## src/rtl/baud_pkg.sv

```systemverilog
// ---------------------------------------------------------------------------
// baud_pkg
// Shared constants and elaboration-time helpers for the baud tick generator:
//   - default clock / base-rate / oversample constants
//   - div_for()   : clock cycles per oversample tick for one rate
//   - min_cnt_w() : smallest prescaler width able to hold the slowest divisor
//   - ticks_t     : the registered tick bundle
// ---------------------------------------------------------------------------
package baud_pkg;

    localparam int unsigned CLK_FREQ_DEF   = 50_000_000;
    localparam int unsigned BASE_BAUD_DEF  = 2400;
    localparam int unsigned OVERSAMPLE_DEF = 16;

    typedef struct packed {
        logic os_tick;
        logic mid_tick;
        logic bit_tick;
    } ticks_t;

    // Rate sel runs at base << sel; the divisor is rounded half-up so the
    // worst-case rate error is half a clock per oversample period.
    function automatic longint unsigned div_for(
        input longint unsigned clk,
        input longint unsigned base,
        input int unsigned     sel,
        input longint unsigned os
    );
        longint unsigned r;
        r = base << sel;
        return (clk + (r * os) / 2) / (r * os);
    endfunction

    // Rate 0 is the slowest and so has the largest divisor; the counter only
    // ever holds divisor-1, so 2**w >= divisor is sufficient.
    function automatic int unsigned min_cnt_w(
        input longint unsigned clk,
        input longint unsigned base,
        input longint unsigned os
    );
        longint unsigned d;
        int unsigned     w;
        d = div_for(clk, base, 0, os);
        w = 1;
        while ((longint'(1) << w) < d) w++;
        return w;
    endfunction

endpackage

```

## src/rtl/baud_tick_gen_if.sv

```systemverilog
// ---------------------------------------------------------------------------
// baud_tick_gen_if
// Control and tick bundle of the baud tick generator.
//   enable   : 1 = run, 0 = hold phase at start
//   baud_sel : requested rate
//   sync     : single-cycle phase restart request
//   os_tick / mid_tick / bit_tick : one-cycle tick pulses
//   cur_sel  : rate currently in effect
// master = the user (UART tx/rx), slave = the generator.
// ---------------------------------------------------------------------------
interface baud_tick_gen_if #(
    parameter int unsigned SEL_W = 2
);
    logic             enable;
    logic [SEL_W-1:0] baud_sel;
    logic             sync;
    logic             os_tick;
    logic             mid_tick;
    logic             bit_tick;
    logic [SEL_W-1:0] cur_sel;

    modport master (
        output enable, baud_sel, sync,
        input  os_tick, mid_tick, bit_tick, cur_sel
    );

    modport slave (
        input  enable, baud_sel, sync,
        output os_tick, mid_tick, bit_tick, cur_sel
    );
endinterface

```

## src/rtl/baud_prescaler.sv

```systemverilog
// ---------------------------------------------------------------------------
// baud_prescaler
// Reloadable down-counter.
//   clock    : system clock, rising edge
//   load     : force count to load_val (highest priority)
//   load_val : reload value (divisor - 1)
//   en       : count; on reaching zero the counter reloads load_val
//   zero     : count is zero (terminal state; the owner decides if it ticks)
// There is no reset port: the owner holds load during reset, which puts the
// counter in a known state on the same edge.
// ---------------------------------------------------------------------------
module baud_prescaler #(
    parameter int unsigned CNT_W = 16
) (
    input  logic             clock,
    input  logic             load,
    input  logic [CNT_W-1:0] load_val,
    input  logic             en,
    output logic             zero
);

    logic [CNT_W-1:0] count_q;
    logic [CNT_W-1:0] count_d;

    assign zero = (count_q == '0);

    always_comb begin
        count_d = count_q;
        if (load) begin
            count_d = load_val;
        end else if (en) begin
            count_d = zero ? load_val : count_q - CNT_W'(1);
        end
    end

    always_ff @(posedge clock) begin
        count_q <= count_d;
    end

endmodule

```

## src/rtl/baud_tick_gen.sv

```systemverilog
// ---------------------------------------------------------------------------
// baud_tick_gen
// Oversample / mid-bit / bit tick generator with a power-of-two rate ladder
// above BASE_BAUD and an on-demand phase restart.
//   clock : system clock, rising edge
//   reset : synchronous, active-low
//   bus   : baud_tick_gen_if.slave (enable, baud_sel, sync in;
//           os_tick, mid_tick, bit_tick, cur_sel out)
// Restart priority per edge: reset, rate change, sync, disable. A restart
// reloads the prescaler, zeroes the phase and suppresses every tick.
// ---------------------------------------------------------------------------
module baud_tick_gen
    import baud_pkg::*;
#(
    parameter int unsigned CLK_FREQ   = CLK_FREQ_DEF,
    parameter int unsigned BASE_BAUD  = BASE_BAUD_DEF,
    parameter int unsigned SEL_W      = 2,
    parameter int unsigned OVERSAMPLE = OVERSAMPLE_DEF,
    parameter int unsigned CNT_W      = 16
) (
    input  logic           clock,
    input  logic           reset,
    baud_tick_gen_if.slave bus
);

    localparam int unsigned NUM_RATES = 1 << SEL_W;
    localparam int unsigned PH_W      = $clog2(OVERSAMPLE);
    localparam logic [PH_W-1:0] MID_PH  = PH_W'(OVERSAMPLE / 2 - 1);
    localparam logic [PH_W-1:0] LAST_PH = PH_W'(OVERSAMPLE - 1);

    if (CNT_W < min_cnt_w(CLK_FREQ, BASE_BAUD, OVERSAMPLE)) begin : g_cnt_w_chk
        $error("baud_tick_gen: CNT_W too small for the slowest divisor");
    end
    if ((OVERSAMPLE < 4) || (OVERSAMPLE % 2 != 0)) begin : g_os_chk
        $error("baud_tick_gen: OVERSAMPLE must be even and >= 4");
    end

    // Per-rate reload values (divisor - 1), fixed at elaboration.
    logic [CNT_W-1:0] div_m1 [NUM_RATES];

    for (genvar gi = 0; gi < NUM_RATES; gi++) begin : g_div
        localparam longint unsigned DIV =
            div_for(CLK_FREQ, BASE_BAUD, gi, OVERSAMPLE);
        if (DIV < 1) begin : g_div_chk
            $error("baud_tick_gen: rate too fast for CLK_FREQ");
        end
        assign div_m1[gi] = CNT_W'(DIV - 1);
    end

    ticks_t           ticks_q, ticks_d;
    logic [SEL_W-1:0] cur_sel_q, cur_sel_d;
    logic [PH_W-1:0]  phase_q, phase_d;

    logic             pre_load;
    logic [CNT_W-1:0] pre_val;
    logic             pre_en;
    logic             pre_zero;

    baud_prescaler #(
        .CNT_W (CNT_W)
    ) u_prescaler (
        .clock    (clock),
        .load     (pre_load),
        .load_val (pre_val),
        .en       (pre_en),
        .zero     (pre_zero)
    );

    always_comb begin
        cur_sel_d = cur_sel_q;
        phase_d   = phase_q;
        ticks_d   = '0;
        pre_load  = 1'b0;
        pre_val   = div_m1[cur_sel_q];
        pre_en    = 1'b0;

        if (!reset) begin
            cur_sel_d = '0;
            phase_d   = '0;
            pre_load  = 1'b1;
            pre_val   = div_m1[0];
        end else if (bus.baud_sel != cur_sel_q) begin
            // A rate change restarts with the new divisor, even when idle.
            cur_sel_d = bus.baud_sel;
            phase_d   = '0;
            pre_load  = 1'b1;
            pre_val   = div_m1[bus.baud_sel];
        end else if (bus.sync || !bus.enable) begin
            // Also wins over a coincident prescaler terminal count.
            phase_d  = '0;
            pre_load = 1'b1;
        end else begin
            pre_en = 1'b1;
            if (pre_zero) begin
                // mid/bit decode uses the phase before this increment.
                ticks_d.os_tick  = 1'b1;
                ticks_d.mid_tick = (phase_q == MID_PH);
                ticks_d.bit_tick = (phase_q == LAST_PH);
                phase_d = (phase_q == LAST_PH) ? '0 : phase_q + PH_W'(1);
            end
        end
    end

    always_ff @(posedge clock) begin
        if (!reset) begin
            ticks_q   <= '0;
            cur_sel_q <= '0;
            phase_q   <= '0;
        end else begin
            ticks_q   <= ticks_d;
            cur_sel_q <= cur_sel_d;
            phase_q   <= phase_d;
        end
    end

    assign bus.os_tick  = ticks_q.os_tick;
    assign bus.mid_tick = ticks_q.mid_tick;
    assign bus.bit_tick = ticks_q.bit_tick;
    assign bus.cur_sel  = cur_sel_q;

endmodule

```

## src/flat_wrapper.sv

```systemverilog
// flat-port wrapper written by rule: the top's interface ports become plain ports
module baud_tick_gen_flat import baud_pkg::*;
#(
    parameter int unsigned CLK_FREQ   = CLK_FREQ_DEF,
    parameter int unsigned BASE_BAUD  = BASE_BAUD_DEF,
    parameter int unsigned SEL_W      = 2,
    parameter int unsigned OVERSAMPLE = OVERSAMPLE_DEF,
    parameter int unsigned CNT_W      = 16
)
  (clock, reset, bus_enable, bus_baud_sel, bus_sync, bus_os_tick, bus_mid_tick, bus_bit_tick, bus_cur_sel);
  baud_tick_gen_if #(.SEL_W(SEL_W)) bus_i ();
  input  logic clock;
  input  logic reset;
  input wire logic [$bits(bus_i.enable)-1:0] bus_enable;
  input wire logic [$bits(bus_i.baud_sel)-1:0] bus_baud_sel;
  input wire logic [$bits(bus_i.sync)-1:0] bus_sync;
  output wire logic [$bits(bus_i.os_tick)-1:0] bus_os_tick;
  output wire logic [$bits(bus_i.mid_tick)-1:0] bus_mid_tick;
  output wire logic [$bits(bus_i.bit_tick)-1:0] bus_bit_tick;
  output wire logic [$bits(bus_i.cur_sel)-1:0] bus_cur_sel;
  assign bus_i.enable = bus_enable;
  assign bus_i.baud_sel = bus_baud_sel;
  assign bus_i.sync = bus_sync;
  assign bus_os_tick = bus_i.os_tick;
  assign bus_mid_tick = bus_i.mid_tick;
  assign bus_bit_tick = bus_i.bit_tick;
  assign bus_cur_sel = bus_i.cur_sel;
  baud_tick_gen #(.CLK_FREQ(CLK_FREQ), .BASE_BAUD(BASE_BAUD), .SEL_W(SEL_W), .OVERSAMPLE(OVERSAMPLE), .CNT_W(CNT_W)) u_core (.clock(clock), .reset(reset), .bus(bus_i));
endmodule
```

## config.mk

```make
export PLATFORM = sky130hd
export DESIGN_NAME = baud_tick_gen_flat
export DESIGN_NICKNAME = d
export VERILOG_FILES = /design/src/rtl/baud_pkg.sv /design/src/rtl/baud_tick_gen_if.sv /design/src/rtl/baud_prescaler.sv /design/src/rtl/baud_tick_gen.sv /design/src/flat_wrapper.sv
export SDC_FILE = /design/constraint.sdc
export NUM_CORES = 1
export LEC_CHECK = 0
export CELL_PAD_IN_SITES_DETAIL_PLACEMENT = 0
export CELL_PAD_IN_SITES_GLOBAL_PLACEMENT = 1
export CORE_ASPECT_RATIO = 1.5
export CORE_MARGIN = 1
export CORE_UTILIZATION = 25
export CTS_CLUSTER_DIAMETER = 50
export DETAILED_ROUTE_END_ITERATION = 7
export HOLD_SLACK_MARGIN = 0.05
export PLACE_DENSITY_LB_ADDON = 0.2
export SYNTH_ARGS = -nofsm -noshare
export SYNTH_HDL_FRONTEND = slang
export SYNTH_SLANG_ARGS = --single-unit
```

## constraint.sdc

```tcl
create_clock -name clock -period 2.6 [get_ports clock]
set_input_delay 0.52 -clock clock [delete_from_list [all_inputs] [get_ports clock]]
set_output_delay 0.52 -clock clock [all_outputs]
set_load 0.05 [all_outputs]
```

# Yosys cells after proc, flatten, opt, wreduce, memory -nomap -nowiden
# Index checks and enable logic that the tools add are counted.
# totals
in_bits	6
reg_bits	25
out_inout_bits	5
# classes
eq_ne	3
magnitude_cmp	2
muxes	19
n_addsub	2
n_reduce_logical	6
n_bitwise	4
# ops
op	n
$mux 16	9
$bmux 16 s2	2
$logic_not 16->1	1
$sub 16x1->16 const B	1
$ge 3x3->1 const B	2
$mux 1	6
$not 2->3	2
$add 4x1->4 const B	1
$eq 4x3->1 const B	1
$eq 4x4->1 const B	1
$mux 4	1
$reduce_or 4->1	1
$mux 3	1
$reduce_or 3->1	1
$ne 2x2->1	1
$not 1->1	2
$reduce_bool 2->1	1
$logic_not 1->1	1
$logic_or 1x1->1	1

# Longest topological paths before layout
# logic_depth
word_depth	9
mapped_depth	7
mapped_depth_nobuf	6

# Hierarchy
# Synthesis repeated with hierarchy kept, for this count alone.
# hier_totals
cells_unflattened	135
hier_area_um2	1488.9
# by_module_without_submodules
module	cells_each	n_inst	area_each_um2	seq_area_each_um2
baud_prescaler	90	1	1082.3	480.5
baud_tick_gen	45	1	406.6	180.2

# Least setup slack after synthesis
# OpenSTA, ideal clock, no wires.
# synth_timing
path_type	register -> register
start	register u_core.u_prescaler.count_q[11]
end	register u_core.u_prescaler.count_q[15], data pin
setup_ns	0.153
synth_period_minus_slack_ns	2.141
arrival_time_ns	1.988
slack_ns	0.459
n_path_buf	0
stages_incl_launch_ff	5
path_cell_list	edfxtp_1 > or4_4 > or4_4 > or4b_1 > a21oi_1
# synth_via
elab_chain_cells	4
word_cells_on_any_way	5
cone_classes	add/sub (1); mux (3); reduce/logical (1)
# synth_lines
element	line	source
start, declared	baud_prescaler.sv:22	logic [CNT_W-1:0] count_q;
start signal, assigned	baud_prescaler.sv:37	count_q <= count_d;
$sub 16x1->16 / $logic_not 16->1 (equally long branches)	baud_prescaler.sv:32, baud_prescaler.sv:25	
$mux 16 (*)	baud_prescaler.sv:32	count_d = zero ? load_val : count_q - CNT_W'(1);
$mux 16 (*)	baud_prescaler.sv:31	end else if (en) begin
$mux 16 (*)	baud_prescaler.sv:29	if (load) begin
# Every way passes the cells marked *; elsewhere a longest branch is shown, timed or not. The select of a mux whose other input is x is not followed.
# A chain may end at the register's enable or synchronous reset.

# Worst setup path in the final report
# Same ends and word-level chain as after synthesis.

==> results by group <==
Die
  – Core Area: 0.00489 sq mm
  – Cell row count: 31
  – Die Area: 0.00545 sq mm
  – I/O Pins: 11
  – Chip width: 60.6 microns
  – Die Height: 89.9 microns
  – Initial core utilization: 0.263

STA
  – Period Utilization, post-route: 0.856
  – Worst Clk Skew: 0.00246 ns
  – Worst slew pin tran: 0.531 ns
  – Max frequency: 449 MHz
  – Unrepaired setup endpoints after global routing: false
  – Setup TNS Final: 0 ns
  – Max-slew violation count: 0
  – Slew HR: 0.643
  – Final hold vios: 0
  – Fin crit period: 2.23 ns
  – Endpoints failing setup: 0
  – Hold WS: 0.474 ns

Route
  – Post-DR wirelength/cell: 12.8 microns
  – Drt first pass iters: 4
  – Routed WL: 2860 microns
  – Via count: 1,044
  – Via density: 4.68
  – Final ANT Viol Nets: 0
  – Drt drc: 0
  – Iteration-0 DRC Markers: 15

GRT
  – GRT Util Overall: 0.116
  – Grt ovf: 0
  – Initial antenna violation count: 0
  – Vias in the first global route: 1,025
  – First-pass GRT wire length: 4650 microns
  – Largest net degree at the start of global routing: 15

Logic synthesis
  – Synth Area in Compound Gates: 0.121
  – Synthesized cell area: 0.00129 sq mm
  – Sequential-to-total area share from yosys stat: 0.513
  – Synth area leaders: edfxtp_1, dfxtp_1, xnor2_1, a21oi_1, o21ai_0
  – Number of flops mapped to enable cells by yosys: 16
  – Mux contribution to synthesized area: 0.0155
  – Yosys Warn Count: 0
  – Asr flop ratio synth: 0
  – Largest family of logic cells by synthesized area: simple AND/OR/NAND/NOR gates
  – Ys flop type: edfxtp_1
  – Mapped Cells: 123
  – FF+latch count, synth: 25
  – Xor and xnor area share after synthesis: 0.0816
  – Syn Area/Cell: 10.5 sq um
  – Synth area leader: edfxtp_1
  – Post-synth top area share: 0.373
  – Netlist cell types: 36
  – Simple-Gate Fraction of Synth Area: 0.229
  – Post-synthesis adder-cell area fraction: 0.0194

Pwr
  – Pint: 581 uW
  – Leakage power: 0.000543 uW
  – Switching power: 182 uW
  – Switching part of the total power: 0.238
  – PD cells: 472 mW/mm^2
  – Seq pwr share: 0.601
  – IR drop worst, VDD: 251 uV
  – Logic gate share of total power: 0.095
  – Clock power share: 0.304

Critical path
  – Worst path top cell family by delay: simple AND/OR/NAND/NOR gates
  – Setup Crit Path Kind: reg -> reg
  – Crit path cell chain: or4_4 > or4_4 > or4b_1 > a21oi_1
  – Slowest-stage cell, CP: or4_4
  – Setup crit start kind: flop
  – Most Frequent Cell on Critical Path: or4_4
  – Required time of the critical path: 2.73 ns
  – Critical path buffers and inverters: 0
  – Critical Path Stages: 4
  – Path depth of the worst reg2reg path: 4
  – CP max stage delay: 0.58 ns
  – CP max FO: 4
  – Critical path endpoint category: flop
  – CP arrival: 2.36 ns

CTS
  – Clock Pin Slew Worst Setup and Hold Paths: 0.09 ns
  – H-tree Lvls: 1
  – Root buf cell: clkbuf_8
  – Clock Sinks: 25
  – Resized cells post-CTS: 0
  – CTS max path bufs: 2
  – Clk Latency, worst-skew pair: 0.27 ns
  – Hold-fix buffers at CTS: 0
  – TritonCTS clock tree: yes
  – CTS Buf Count: 3
  – Setup Buffers After CTS: 0

Job
  – Max capacitance violation total: 0

Worst hold path
  – Worst hold path type: reg -> reg
  – Hold path depth: 2

Cells and area
  – Final #Nets: 166
  – Register area: 661 sq um
  – Commonest non-fill, non-tap cells in the layout: edfxtp_1, conb_1, a21oi_1
  – Multi-input logic area: 661 sq um
  – Synth-to-layout area growth: 25.4%
  – Layout cell share with drive strength beyond 1: 0.0955
  – Filler Cells Inserted: 556
  – Number of diodes: 0

Placed design
  – Port Buffers: 10
  – Final HPWL from detailed placement: 2210 microns
  – RePlAce Congestion: 0.763

Run status
  – Outcome: finished clean
-- cells in the mapped netlist (3+ instances only) --
cell,number
and4_1,3
nor2_1,9
edfxtp_1,16
a21oi_1,13
dfxtp_1,9
inv_1,5
xnor2_1,8
nor4_1,4
o21ai_0,7
xor2_1,4
nand2_1,9
-- state kept, by name, indices dropped and copies added (netlist names) --
signal                      cells
u_core.bus.cur_sel              2
u_core.phase_q                  4
u_core.u_prescaler.count_q     16
u_core.bus.mid_tick             1
u_core.bus.bit_tick             1
u_core.bus.os_tick              1
-- metrics by stage --
stage / setup WS, ns / power (uW) / area, sq um / std cells / util
after CTS: 0.381 / 775 / 1610 / 223 / 0.330
final: 0.374 / 762 / 1610 / 223 / 0.330
after global placement: 0.416 / 538 / 1570 / 219 / 0.321
after global routing: 0.253 / 799 / 1610 / 223 / 0.330
after floorplan: 0.459 / 509 / 1340 / 138 / -
after detailed placement: 0.403 / 539 / 1570 / 219 / 0.321
-- final cells by class --
class,count,share of cell area
Sequential cell,25,0.409
Multi-Input combinational cell,107,0.409
Timing Repair Buffer,16,0.0899
Tap cell,66,0.0512
Clock buffer,3,0.0256
Inverter,5,0.0116
Clock inverter,1,0.00310
-- per-layer routing --
metal / vias up / GRT usage / wire [microns]
li1: 521 / - / -
met1: 488 / 0.128 / 1140
met2: 23 / 0.190 / 1480
met3: 12 / 0.0216 / 83
met4: 0 / 0.0814 / 162
met5: - / 0 / 0
-- worst min-delay path: stages, from the launching register on --
cell	delay [ns]
dfxtp_1	0.33
nand2_1	0.06
a21oi_1	0.05
-- power by group through the flow --
stage	Clock, uW	Sequential (uW)	Combinational [uW]
finish	232	459	72.3
floorplan	0	468	40.5
detailed placement	0	467	71.4
global route	257	462	79.4
CTS	245	458	71.9
global placement	0	466	71.5
-- logic make-up after synthesis --
logic type | after synthesis
DFF | 25
other | 1
xor gates and xnor gates | 12
AOI/OAI and AO/OA | 27
and+or+nand+nor | 48
buffers and inverters | 6
adders and majority gates | 2
muxes | 2
-- path summary, 6_finish.rpt --
kind                                  start                        endpoint  slack (ns)
max          u_core.u_prescaler.count_q[11]  u_core.u_prescaler.count_q[15]        0.37
min                       u_core.phase_q[1]               u_core.phase_q[1]        0.47
max reg2reg  u_core.u_prescaler.count_q[11]  u_core.u_prescaler.count_q[15]        0.37
min reg2reg               u_core.phase_q[1]               u_core.phase_q[1]        0.47
(Power assumes the default switching activity.)
